## src/rtl/mult_accum_if.sv

```systemverilog
// Start/valid handshake bundle for the shift-and-add multiply-accumulate unit.
interface mult_accum_if #(
    parameter int A_W = 8,
    parameter int B_W = 7
);
    logic               start;
    logic [A_W-1:0]     multiplicandin;
    logic [B_W-1:0]     multiplierin;
    logic [B_W-1:0]     addendin;
    logic [A_W+B_W-1:0] product;
    logic               valid;
    logic               busy;

    modport master (
        output start, multiplicandin, multiplierin, addendin,
        input  product, valid, busy
    );

    modport slave (
        input  start, multiplicandin, multiplierin, addendin,
        output product, valid, busy
    );
endinterface

```

## src/rtl/mult_accum.sv

```systemverilog
// Sequential multiply-accumulate: product = multiplicand * multiplier + addend, one multiplier bit per cycle.
// Optional MULT_ACCUM_EARLY_TERM_EN ends RUN once the remaining multiplier bits are all zero.
module mult_accum #(
    parameter int A_W = 8,
    parameter int B_W = 7
) (
    input  logic         clk,
    input  logic         reset,
    mult_accum_if.slave  bus
);
    localparam int P_W   = A_W + B_W;
    localparam int CNT_W = $clog2(B_W + 1);

    typedef enum logic [1:0] {IDLE, RUN, DONE} state_t;

    state_t             state_q, state_d;
    logic [P_W-1:0]     acc_q, acc_d;
    logic [P_W-1:0]     mcand_q, mcand_d;
    logic [B_W-1:0]     mplier_q, mplier_d;
    logic [CNT_W-1:0]   count_q, count_d;

    always_ff @(posedge clk or posedge reset) begin
        if (reset) begin
            state_q  <= IDLE;
            acc_q    <= '0;
            mcand_q  <= '0;
            mplier_q <= '0;
            count_q  <= '0;
        end else begin
            state_q  <= state_d;
            acc_q    <= acc_d;
            mcand_q  <= mcand_d;
            mplier_q <= mplier_d;
            count_q  <= count_d;
        end
    end

    always_comb begin
        state_d  = state_q;
        acc_d    = acc_q;
        mcand_d  = mcand_q;
        mplier_d = mplier_q;
        count_d  = count_q;
        unique case (state_q)
            IDLE, DONE: begin
                if (bus.start) begin
                    acc_d    = P_W'(bus.addendin);
                    mcand_d  = P_W'(bus.multiplicandin);
                    mplier_d = bus.multiplierin;
                    count_d  = '0;
                    state_d  = RUN;
                end
            end
            RUN: begin
                // Operands are frozen here; a start pulse during RUN has no effect.
                if (mplier_q[0])
                    acc_d = acc_q + mcand_q;
                mcand_d  = mcand_q << 1;
                mplier_d = mplier_q >> 1;
                count_d  = count_q + 1'b1;
                if (count_q == CNT_W'(B_W - 1))
                    state_d = DONE;
`ifdef MULT_ACCUM_EARLY_TERM_EN
                if (mplier_d == '0)
                    state_d = DONE;
`endif
            end
            default: state_d = IDLE;
        endcase
    end

    assign bus.product = acc_q;
    assign bus.valid   = (state_q == DONE);
    assign bus.busy    = (state_q == RUN);
endmodule
```

## src/flat_wrapper.sv

```systemverilog
// flat-port wrapper written by rule: the top's interface ports become plain ports
module mult_accum_flat 
#(
    parameter int A_W = 8,
    parameter int B_W = 7
)
  (clk, reset, bus_start, bus_multiplicandin, bus_multiplierin, bus_addendin, bus_product, bus_valid, bus_busy);
  mult_accum_if #(.A_W(A_W), .B_W(B_W)) bus_i ();
  input  logic clk;
  input  logic reset;
  input wire logic [$bits(bus_i.start)-1:0] bus_start;
  input wire logic [$bits(bus_i.multiplicandin)-1:0] bus_multiplicandin;
  input wire logic [$bits(bus_i.multiplierin)-1:0] bus_multiplierin;
  input wire logic [$bits(bus_i.addendin)-1:0] bus_addendin;
  output wire logic [$bits(bus_i.product)-1:0] bus_product;
  output wire logic [$bits(bus_i.valid)-1:0] bus_valid;
  output wire logic [$bits(bus_i.busy)-1:0] bus_busy;
  assign bus_i.start = bus_start;
  assign bus_i.multiplicandin = bus_multiplicandin;
  assign bus_i.multiplierin = bus_multiplierin;
  assign bus_i.addendin = bus_addendin;
  assign bus_product = bus_i.product;
  assign bus_valid = bus_i.valid;
  assign bus_busy = bus_i.busy;
  mult_accum #(.A_W(A_W), .B_W(B_W)) u_core (.clk(clk), .reset(reset), .bus(bus_i));
endmodule
```

## config.mk

```make
export PLATFORM = sky130hd
export DESIGN_NAME = mult_accum_flat
export DESIGN_NICKNAME = d
export VERILOG_FILES = /design/src/rtl/mult_accum_if.sv /design/src/rtl/mult_accum.sv /design/src/flat_wrapper.sv
export SDC_FILE = /design/constraint.sdc
export NUM_CORES = 1
export LEC_CHECK = 0
export ABC_AREA = 1
export BUFFER_PORTS_ARGS = -buffer_cell sky130_fd_sc_hd__buf_2
export CAP_MARGIN = 20
export CELL_PAD_IN_SITES_DETAIL_PLACEMENT = 0
export CELL_PAD_IN_SITES_GLOBAL_PLACEMENT = 1
export CORE_UTILIZATION = 41
export CTS_CLUSTER_DIAMETER = 50
export DETAILED_ROUTE_END_ITERATION = 6
export PLACE_DENSITY = 0.78
export SLEW_MARGIN = 10
export SYNTH_ARGS = -nofsm -noshare
export SYNTH_HDL_FRONTEND = slang
export SYNTH_SLANG_ARGS = --single-unit
```

## constraint.sdc

```tcl
create_clock -name clk -period 2 [get_ports clk]
set_input_delay 0.2 -clock clk [delete_from_list [all_inputs] [get_ports clk]]
set_output_delay 0.2 -clock clk [all_outputs]
set_load 0.02 [all_outputs]
```

==> impl_metrics.json, run 1 <==
{
  "min_path_type": "in2reg",
  "cp.arrival_ps": 1870,
  "cts.sinks": 42,
  "cp_top_family": "adder cells",
  "path_max_fanout": 3,
  "portBuffers": 41,
  "fin_util_pct": 49.9,
  "synth-edff-count": 0,
  "grt-ovfl-total": 0,
  "path_cells": "ha_1, inv_1, fa_1, nor2_1, nor2_1, nor2_1, nor2_1, o21ai_1, o21ai_1",
  "outcome": "finished, final reports clean",
  "via_count": 2369,
  "setup_tns_ps": 0,
  "tightest_slew_ps": 689,
  "cp_common_cell": "nor2_1",
  "die_y_um": 81.7,
  "drc": 0,
  "antenna_left": 0,
  "cpPeakStageDelay_ps": 390,
  "grt_pass1_vias": 2279,
  "cap_violations": 0,
  "cp_slowest_cell": "dfrtp_1",
  "drive_gt1_share_pct": 15.6,
  "drt_first_iter_violations": 72,
  "vdd_drop_max_v": 0.000818,
  "cts_tree": "built",
  "required_ps": 2190,
  "period_share_pct": 84.1,
  "ios": 42,
  "viasPerCell": 4.89,
  "endpoint_kind": "flip-flop",
  "slew_violations": 0,
  "cts_root_buf": "clkbuf_8",
  "fp.dieArea_sq_mm": 0.00668,
  "slew-limit-headroom_pct": 53.8,
  "yosys_most_used_dff": "dfrtp_1",
  "crit_path_start_kind": "flip-flop",
  "clock_power_share_pct": 9.7,
  "synth.most_common_cell": "nand2_1",
  "crit_buf_inv": 1,
  "clkTransAtPathRegs_ps": 90,
  "cts_setup_buffers": 0,
  "holdWs_ps": 88.6,
  "grt_pass1_wl_mm": 10.7,
  "fin_skew_ps": 3.91,
  "ys_seq_area_share_pct": 40.3,
  "h-tree-depth": 2,
  "antenna_found_initial": 0,
  "seq_power_share_pct": 27.3,
  "synthArstFlopShare_pct": 100,
  "fmax_mhz": 595,
  "synthTopCellsByCount": "nand2_1, inv_1, nor2_1, dfrtp_1",
  "switching_share_pct": 50.9,
  "synth_cell_types": 29,
  "period_minus_slack_ps": 1680,
  "areaGrowthSynthToFinish_pct": 15.5,
  "synth_top_area_share_pct": 40.3,
  "finalSetupViolCount": 0,
  "synth_seq_cells": 42,
  "synth.net_count": 402,
  "fill_cells": 636,
  "coreArea_sq_mm": 0.00603,
  "powerDensity_mw_per_mm2": 1960,
  "rsz0062_at_grt": "false",
  "num-nets-final": 450,
  "wirelength_mm": 6.23,
  "p_int_mw": 2.89,
  "num_rows": 28,
  "netSwitchingPower_mw": 3.00,
  "crit_type": "reg2reg",
  "grt_max_degree": 21,
  "clk_path_buf_depth": 2,
  "diodes": 0,
  "combinationalPowerShare_pct": 63.0,
  "gp_congestion": 0.798,
  "die_x_um": 81.7,
  "start_util_pct": 43.3,
  "drt_first_pass_iters": 4,
  "synth_area_per_cell_sq_um": 7.24,
  "wl_per_cell_um": 12.9,
  "final-instance-count-excl-fill": 484,
  "dp_hpwl_mm": 4.85,
  "clock_latency_ps": 300,
  "cts_buffers": 5,
  "power.leakage_nw": 1.69,
  "synth_top_area_cell": "dfrtp_1",
  "synth_area_leaders": "dfrtp_1, nand2_1, inv_1",
  "hold_viol": 0,
  "syn_inst": 360,
  "yosysWarningCount": 0,
  "dp.cells": 475,
  "netlist_area_sq_mm": 0.00261,
  "gr-usage-all-layers_pct": 21.4
}
-- state kept, by name, summed over array words and instances (netlist names) --
name,cells
u_core.bus.product,15
u_core.count_q,3
u_core.mcand_q,15
u_core.mplier_q,7
u_core.state_q,2
-- stage by stage --
stage / cell area (sq um) / total power, mW / setup WS [ps]
CTS: 3010 / 5.98 / 314
global route: 3010 / 6.61 / 145
finish: 3010 / 5.90 / 318
floorplan: 2610 / 4.46 / 321
global placement: 2910 / 5.35 / 352
detailed placement: 2910 / 5.38 / 321
-- power groups by stage --
| stage | combinational [mW] | clock (mW) | sequential (mW) |
|---|---|---|---|
| after floorplan | 2.76 | 0 | 1.70 |
| after global placement | 3.73 | 0 | 1.62 |
| after detailed placement | 3.76 | 0 | 1.63 |
| after CTS | 3.78 | 0.590 | 1.61 |
| after global routing | 4.32 | 0.624 | 1.67 |
| final | 3.72 | 0.570 | 1.61 |
-- placed cells by master, fill, tap and decap left out --
cell	n
nand3_1	18
clkinv_2	2
buf_2	41
inv_2	1
nor3_1	1
xor2_1	1
fa_1	1
ha_1	16
clkbuf_8	5
a22o_1	2
o22ai_1	18
clkinv_4	1
buf_4	6
a31oi_1	3
clkinv_1	1
nand2_4	1
a21oi_1	9
clkinvlp_4	1
o211ai_1	2
o31ai_1	1
buf_12	1
inv_1	59
nor2_1	47
or2_2	2
xnor2_1	1
dlygate4sd3_1	1
nand4_1	3
dfrtp_1	42
nand2_1	102
nand2_2	3
nand3b_1	2
o21ai_0	8
o21ai_1	7
-- final cells by class --
| type | count | area, sq um | share of cell area, % |
|---|---|---|---|
| clock inverters | 3 | 21.3 | 0.707 |
| multi-input cells | 248 | 1260 | 41.9 |
| flip-flops and latches | 42 | 1050 | 34.9 |
| repair buffers | 49 | 280 | 9.31 |
| well taps | 75 | 93.8 | 3.12 |
| inverters | 62 | 234 | 7.78 |
| clock buffers | 5 | 68.8 | 2.29 |
-- kinds of logic (layout without fill, tap and decap cells) --
logic type / count (synthesis) / after routing / synth area share [%]
AOI/OAI and AO/OA: 50 / 50 / 11.2
adders and majority gates: 17 / 17 / 8.45
buffers and inverters: 70 / 119 / 11.3
and+or+nand+nor: 179 / 179 / 28.0
xor gates and xnor gates: 2 / 2 / 0.672
DFF: 42 / 42 / 40.3
-- final timing paths --
check,start,end,slack (ps),cells past startpoint
max reg2reg,u_core.mcand_q[0],u_core.bus.product[8],320,9
min,bus_start,u_core.state_q[1],90,2
max in group asynchronous,reset,u_core.bus.product[9],1030,4
max,u_core.mcand_q[0],u_core.bus.product[8],320,9
min reg2reg,u_core.count_q[2],u_core.count_q[2],500,1
min in group asynchronous,reset,u_core.count_q[1],460,3
-- worst register-to-register path: cells and delay by family, from the launching register on --
family | cells | cell delay, ps
buf+inv | 1 | 50
simple gates | 4 | 410
compound gates | 2 | 170
fa+ha+maj | 2 | 550
flops | 1 | 390
-- timing repair --
action | CTS | global route
hold endpoints to repair | 15 | 0
hold buffers | 1 | 0
resized for setup | 0 | 0
-- layer usage --
metal  GRT usage [%]  up-vias  part of all wire [%]
li1                -     1236                     -
met1            27.9     1099                    49
met2            36.7       32                    48
met4            4.74        0                  0.48
met5               0        -                     0
met3            3.78        2                   2.6
Note: power is estimated with default switching activity, not from simulation.
==> inputs of run 2 (changes only) <==
Settings changed: CORE_UTILIZATION 41 to 37, PLACE_DENSITY 0.78 to 0.74.
Clock period 2 ns to 1.4 ns, I/O delays scaled along.
==> run 2 against run 1 <==
Net effect:
- the flow now finishes with violations (negative setup slack)
- worst setup slack worse by 460 ps
- sequential cell count unchanged
- global-route usage shrank 1.6 points
- register-to-register slack lost 460 ps
- final area increased by 27%
- non-clock buffer count up 48
- hold slack got worse by 65 ps
- die area grew 11%
- first-iteration DRC count up 57%
- cell count is 14% higher
- critical endpoint unchanged
==> impl_metrics.json, run 2 (synthesized netlist as in run 1, its figures left out) <==
{
  "die_x_um": 85.9,
  "holdWs_ps": 23.8,
  "cap_violations": 0,
  "gp_congestion": 0.809,
  "cts_root_buf": "clkbuf_8",
  "coreArea_sq_mm": 0.00679,
  "fin_util_pct": 56.3,
  "endpoint_kind": "flip-flop",
  "start_util_pct": 38.4,
  "via_count": 2536,
  "drt_first_iter_violations": 113,
  "grt_max_degree": 43,
  "hold_viol": 0,
  "slew-limit-headroom_pct": 83.9,
  "fmax_mhz": 649,
  "drc": 0,
  "num_rows": 30,
  "dp_hpwl_mm": 4.99,
  "viasPerCell": 4.59,
  "r2r_end": "u_core.bus.product[8]",
  "rsz0062_at_grt": "true",
  "tightest_slew_ps": 242,
  "min_path_type": "in2reg",
  "areaGrowthSynthToFinish_pct": 46.9,
  "finalSetupViolCount": 13,
  "crit_buf_inv": 1,
  "crit_path_start_kind": "flip-flop",
  "critPathLaunch": "u_core.mcand_q[0]",
  "post-place-ws_ps": -168,
  "gr-usage-all-layers_pct": 19.8,
  "clk_path_buf_depth": 2,
  "slew_violations": 0,
  "r2r_slack_ps": -140,
  "holdPathStages": 2,
  "r2r_start": "u_core.mcand_q[0]",
  "ios": 42,
  "fin_skew_ps": 10.6,
  "diodes": 0,
  "period_share_pct": 110,
  "cp_slowest_cell": "dfrtp_1",
  "reg2regPathDepth": 9,
  "mostFrequentLayoutCells": "nand2_1, buf_4, inv_1",
  "h-tree-depth": 2,
  "mostFrequentLayoutCell": "nand2_1",
  "clkTransAtPathRegs_ps": 90,
  "period_minus_slack_ps": 1540,
  "cpPeakStageDelay_ps": 390,
  "antenna_left": 0,
  "cts_tree": "built",
  "violations": "negative setup slack",
  "top_layer_used": "met4",
  "path_cells": "ha_4, inv_2, fa_2, nor2_2, nor2_2, nor2_1, nor2_1, o21ai_1, o21ai_1",
  "whs_endpoint": "u_core.state_q[1]",
  "cp_top_family": "adder cells",
  "cts.sinks": 42,
  "fill_cells": 643,
  "crit_type": "reg2reg",
  "met3_length_um": 191,
  "met2_length_mm": 3.18,
  "hold_start": "bus_start",
  "portBuffers": 41,
  "wl_met1_mm": 3.40,
  "outcome": "complete, but fails checks",
  "grt_pass1_vias": 2482,
  "drive_gt1_share_pct": 42.7,
  "die_y_um": 85.9,
  "path_max_fanout": 3,
  "fp.dieArea_sq_mm": 0.00738,
  "drt_first_pass_iters": 4,
  "num-nets-final": 498,
  "wl_per_cell_um": 12.4,
  "clock_latency_ps": 310,
  "layout_setup_ws_ps": -142,
  "required_ps": 1600,
  "antenna_found_initial": 0,
  "grt-ovfl-total": 0,
  "grt_pass1_wl_mm": 11.3,
  "wirelength_mm": 6.83,
  "cts_buffers": 5,
  "cp.arrival_ps": 1740
}
run 2: changes by cell type in the layout (fill, tap and decap cells not counted), sizes merged:
cell / before / now
clkinvlp: 1 / 2
inv: 60 / 59
clkinv: 4 / 2
clkbuf: 5 / 6
bufinv: 0 / 1
buf: 48 / 96
run 2: routing by layer:
metal	global-route usage, %	up-vias
li1	-	1333
met1	26.9	1166
met2	32.8	30
met3	3.18	7
met4	5.00	0
met5	0	-
run 2: worst max-delay path by stage:
| stage | end | cells after the start |
|---|---|---|
| 2_1_floorplan | u_core.bus.product[8] | 9 |
| 5_1_grt | u_core.bus.product[14] | 10 |
| 3_3_place_gp | u_core.bus.product[14] | 11 |
| 4_1_cts | u_core.bus.product[8] | 9 |
| 3_5_place_dp | u_core.bus.product[14] | 11 |
| 6_report | u_core.bus.product[8] | 9 |
run 2: cell type report:
class,count,area [sq um],area share (%)
Clock buffer,6,72.6,1.90
Multi-Input combinational cell,248,1640,42.8
Clock inverter,2,37.5,0.981
Tap cell,96,120,3.14
Sequential cell,42,1060,27.8
Timing Repair Buffer,97,658,17.2
Inverter,62,238,6.21
run 2: metrics by stage:
stage	area, sq um	TNS (ps)	cells
after floorplan	2800	-725	360
after global placement	3380	-1200	529
after detailed placement	3380	-1470	529
after CTS	3650	-1050	544
after global routing	3830	-2430	553
final	3830	-949	553
run 2: what timing repair did:
action                     CTS  global route
hold buffers                 1             0
setup endpoints to repair   15            15
setup buffers                6             9
cloned                       0             0
pin swaps                   14            28
hold endpoints to repair    42             0
resized for setup           34            40
Power of run 2 is not shown: default switching activity piles up to over one toggle a cycle in this logic, so the estimate is an artifact.
==> inputs of run 3 (changes only) <==
Settings changed: BUFFER_PORTS_ARGS -buffer_cell sky130_fd_sc_hd__buf_2 to unset, CORE_UTILIZATION 37 to 41, DONT_BUFFER_PORTS set to 1, PLACE_DENSITY 0.74 to 0.73.
==> run 3 against run 2 <==
Net effect:
- global-route usage rose by 3.4 points
- register-to-register slack worse by 30 ps
- largest cell class unchanged
- clock skew increased by 1.4 ps
- die area decreased by 9.5%
- highest routed layer unchanged
- the flow still finishes with violations (negative setup slack)
- wire length increased by 5.9%
- sequential share of layout area barely moved
- maximum frequency decreased by 1.7%
==> impl_metrics.json, run 3 (synthesized netlist as in run 1, its figures left out) <==
{
  "areaGrowthSynthToFinish_pct": 46.6,
  "grt_pass1_vias": 2497,
  "mostFrequentLayoutCells": "nand2_1, buf_4, inv_1",
  "grt_max_degree": 43,
  "wl_per_cell_um": 14.2,
  "cts_buffers": 5,
  "gp_congestion": 0.765,
  "num_rows": 28,
  "min_path_type": "in2reg",
  "slew-limit-headroom_pct": 74.9,
  "die_x_um": 81.7,
  "hold_viol": 0,
  "cts.sinks": 42,
  "diodes": 0,
  "grt_pass1_wl_mm": 11.5,
  "whs_endpoint": "u_core.mcand_q[3]",
  "fin_area_sq_mm": 0.00382,
  "slew_violations": 0,
  "hold_start": "bus_multiplicandin[3]",
  "placed_area_sq_mm": 0.00316,
  "mostFrequentLayoutCell": "nand2_1",
  "die_y_um": 81.7,
  "viasPerCell": 4.93,
  "cp_common_cell": "nand2_1",
  "cpPeakStageDelay_ps": 410,
  "reg2regPathDepth": 11,
  "clock_latency_ps": 310,
  "h-tree-depth": 2,
  "required_ps": 1600,
  "clkTransAtPathRegs_ps": 80,
  "crit_type": "reg2reg",
  "dp_hpwl_mm": 5.06,
  "r2r_slack_ps": -170,
  "drt_first_pass_iters": 6,
  "wirelength_mm": 7.23,
  "antenna_left": 0,
  "endpoint_kind": "flip-flop",
  "cts_root_buf": "clkbuf_8",
  "holdPathStages": 2,
  "finalSetupViolCount": 12,
  "grt-ovfl-total": 0,
  "ios": 42,
  "coreArea_sq_mm": 0.00603,
  "cp_slowest_cell": "dfrtp_1",
  "r2r_end": "u_core.bus.product[10]",
  "via_count": 2506,
  "fin_skew_ps": 12.0,
  "path_cells": "ha_4, inv_2, fa_2, inv_2, nand2_4, nand3_4, nand2_2, nand2_1, nand2_1, nand3_1, nand2_1",
  "violations": "negative setup slack",
  "cap_violations": 0,
  "period_minus_slack_ps": 1570,
  "drt_first_iter_violations": 81,
  "r2r_start": "u_core.mcand_q[0]",
  "layout_setup_ws_ps": -168,
  "drc": 0,
  "portBuffers": 0,
  "path_max_fanout": 3,
  "antenna_found_initial": 0,
  "num-nets-final": 474,
  "post-place-ws_ps": -194,
  "fp.dieArea_sq_mm": 0.00668,
  "drive_gt1_share_pct": 38.3,
  "outcome": "complete, but fails checks",
  "cp.arrival_ps": 1760,
  "crit_path_start_kind": "flip-flop",
  "start_util_pct": 43.3,
  "rsz0062_at_grt": "true",
  "fmax_mhz": 638,
  "gr-usage-all-layers_pct": 23.2,
  "tightest_slew_ps": 374,
  "clk_path_buf_depth": 2,
  "fin_util_pct": 63.4,
  "cts_tree": "built",
  "period_share_pct": 112
}
[run 3: changes by cell type in the layout (fill, tap and decap cells not counted), moves of 2 or more]
cell | before | now
buf_2 | 40 | 0
dlygate4sd3_1 | 1 | 17
nand2_1 | 77 | 70
nand2_2 | 21 | 26
inv_1 | 49 | 46
nor2_4 | 3 | 6
dfrtp_1 | 31 | 33
dfrtp_2 | 11 | 9
inv_2 | 10 | 12
nand2_4 | 8 | 10
nor2_1 | 35 | 33
[run 3: cell type report]
type                            instances  area [sq um]
Multi-Input combinational cell        248          1700
Timing Repair Buffer                   72           612
Inverter                               62           240
Clock inverter                          2          37.5
Clock buffer                            6          72.6
Sequential cell                        42          1060
Timing Repair inverter                  1          7.51
Tap cell                               75          93.8
Fill cell                             533          2200
[run 3: stage by stage]
stage,hold WS (ps),TNS (ps),cells
2_1_floorplan,226,-725,360
3_3_place_gp,87.2,-1020,469
3_5_place_dp,85.6,-1340,469
4_1_cts,2.33,-1080,498
5_1_grt,10.6,-2380,508
6_report,8.51,-1130,508
[run 3: how the worst max path moves through the flow]
stage                                      from  cells past startpoint  slack, ps                     end
after floorplan           u_core.bus.product[0]                      9       -140   u_core.bus.product[8]
after global placement        u_core.mcand_q[0]                     11       -140  u_core.bus.product[14]
after detailed placement      u_core.mcand_q[0]                     11       -190  u_core.bus.product[10]
after CTS                     u_core.mcand_q[0]                      9       -170   u_core.bus.product[8]
after global routing          u_core.mcand_q[0]                     11       -280  u_core.bus.product[10]
final                         u_core.mcand_q[0]                     11       -170  u_core.bus.product[10]
[run 3: routing by layer]
layer | share of wire (%) | track usage, % | up-vias
met5 | 0 | 0 | -
met4 | 1.6 | 6.67 | 0
met3 | 4.6 | 4.33 | 10
met2 | 47 | 38.6 | 48
met1 | 47 | 30.5 | 1154
li1 | - | - | 1294
[run 3: worst max-delay path: cells and delay by family, from the launching register on]
kind          cells  cell delay [ps]
buf+inv           2              130
simple gates      7              410
fa+ha+maj         2              520
flops             1              410
[run 3: what timing repair did]
| action | 4_1_cts | 5_1_grt |
|---|---|---|
| cloned | 0 | 1 |
| buffers inserted | 4 | 9 |
| hold buffers | 17 | 0 |
| endpoints found under the hold margin | 58 | 0 |
| gates resized for setup | 39 | 50 |
| pin swaps | 17 | 36 |
| setup endpoints to repair | 14 | 15 |
Power of run 3 is left out for the same reason.
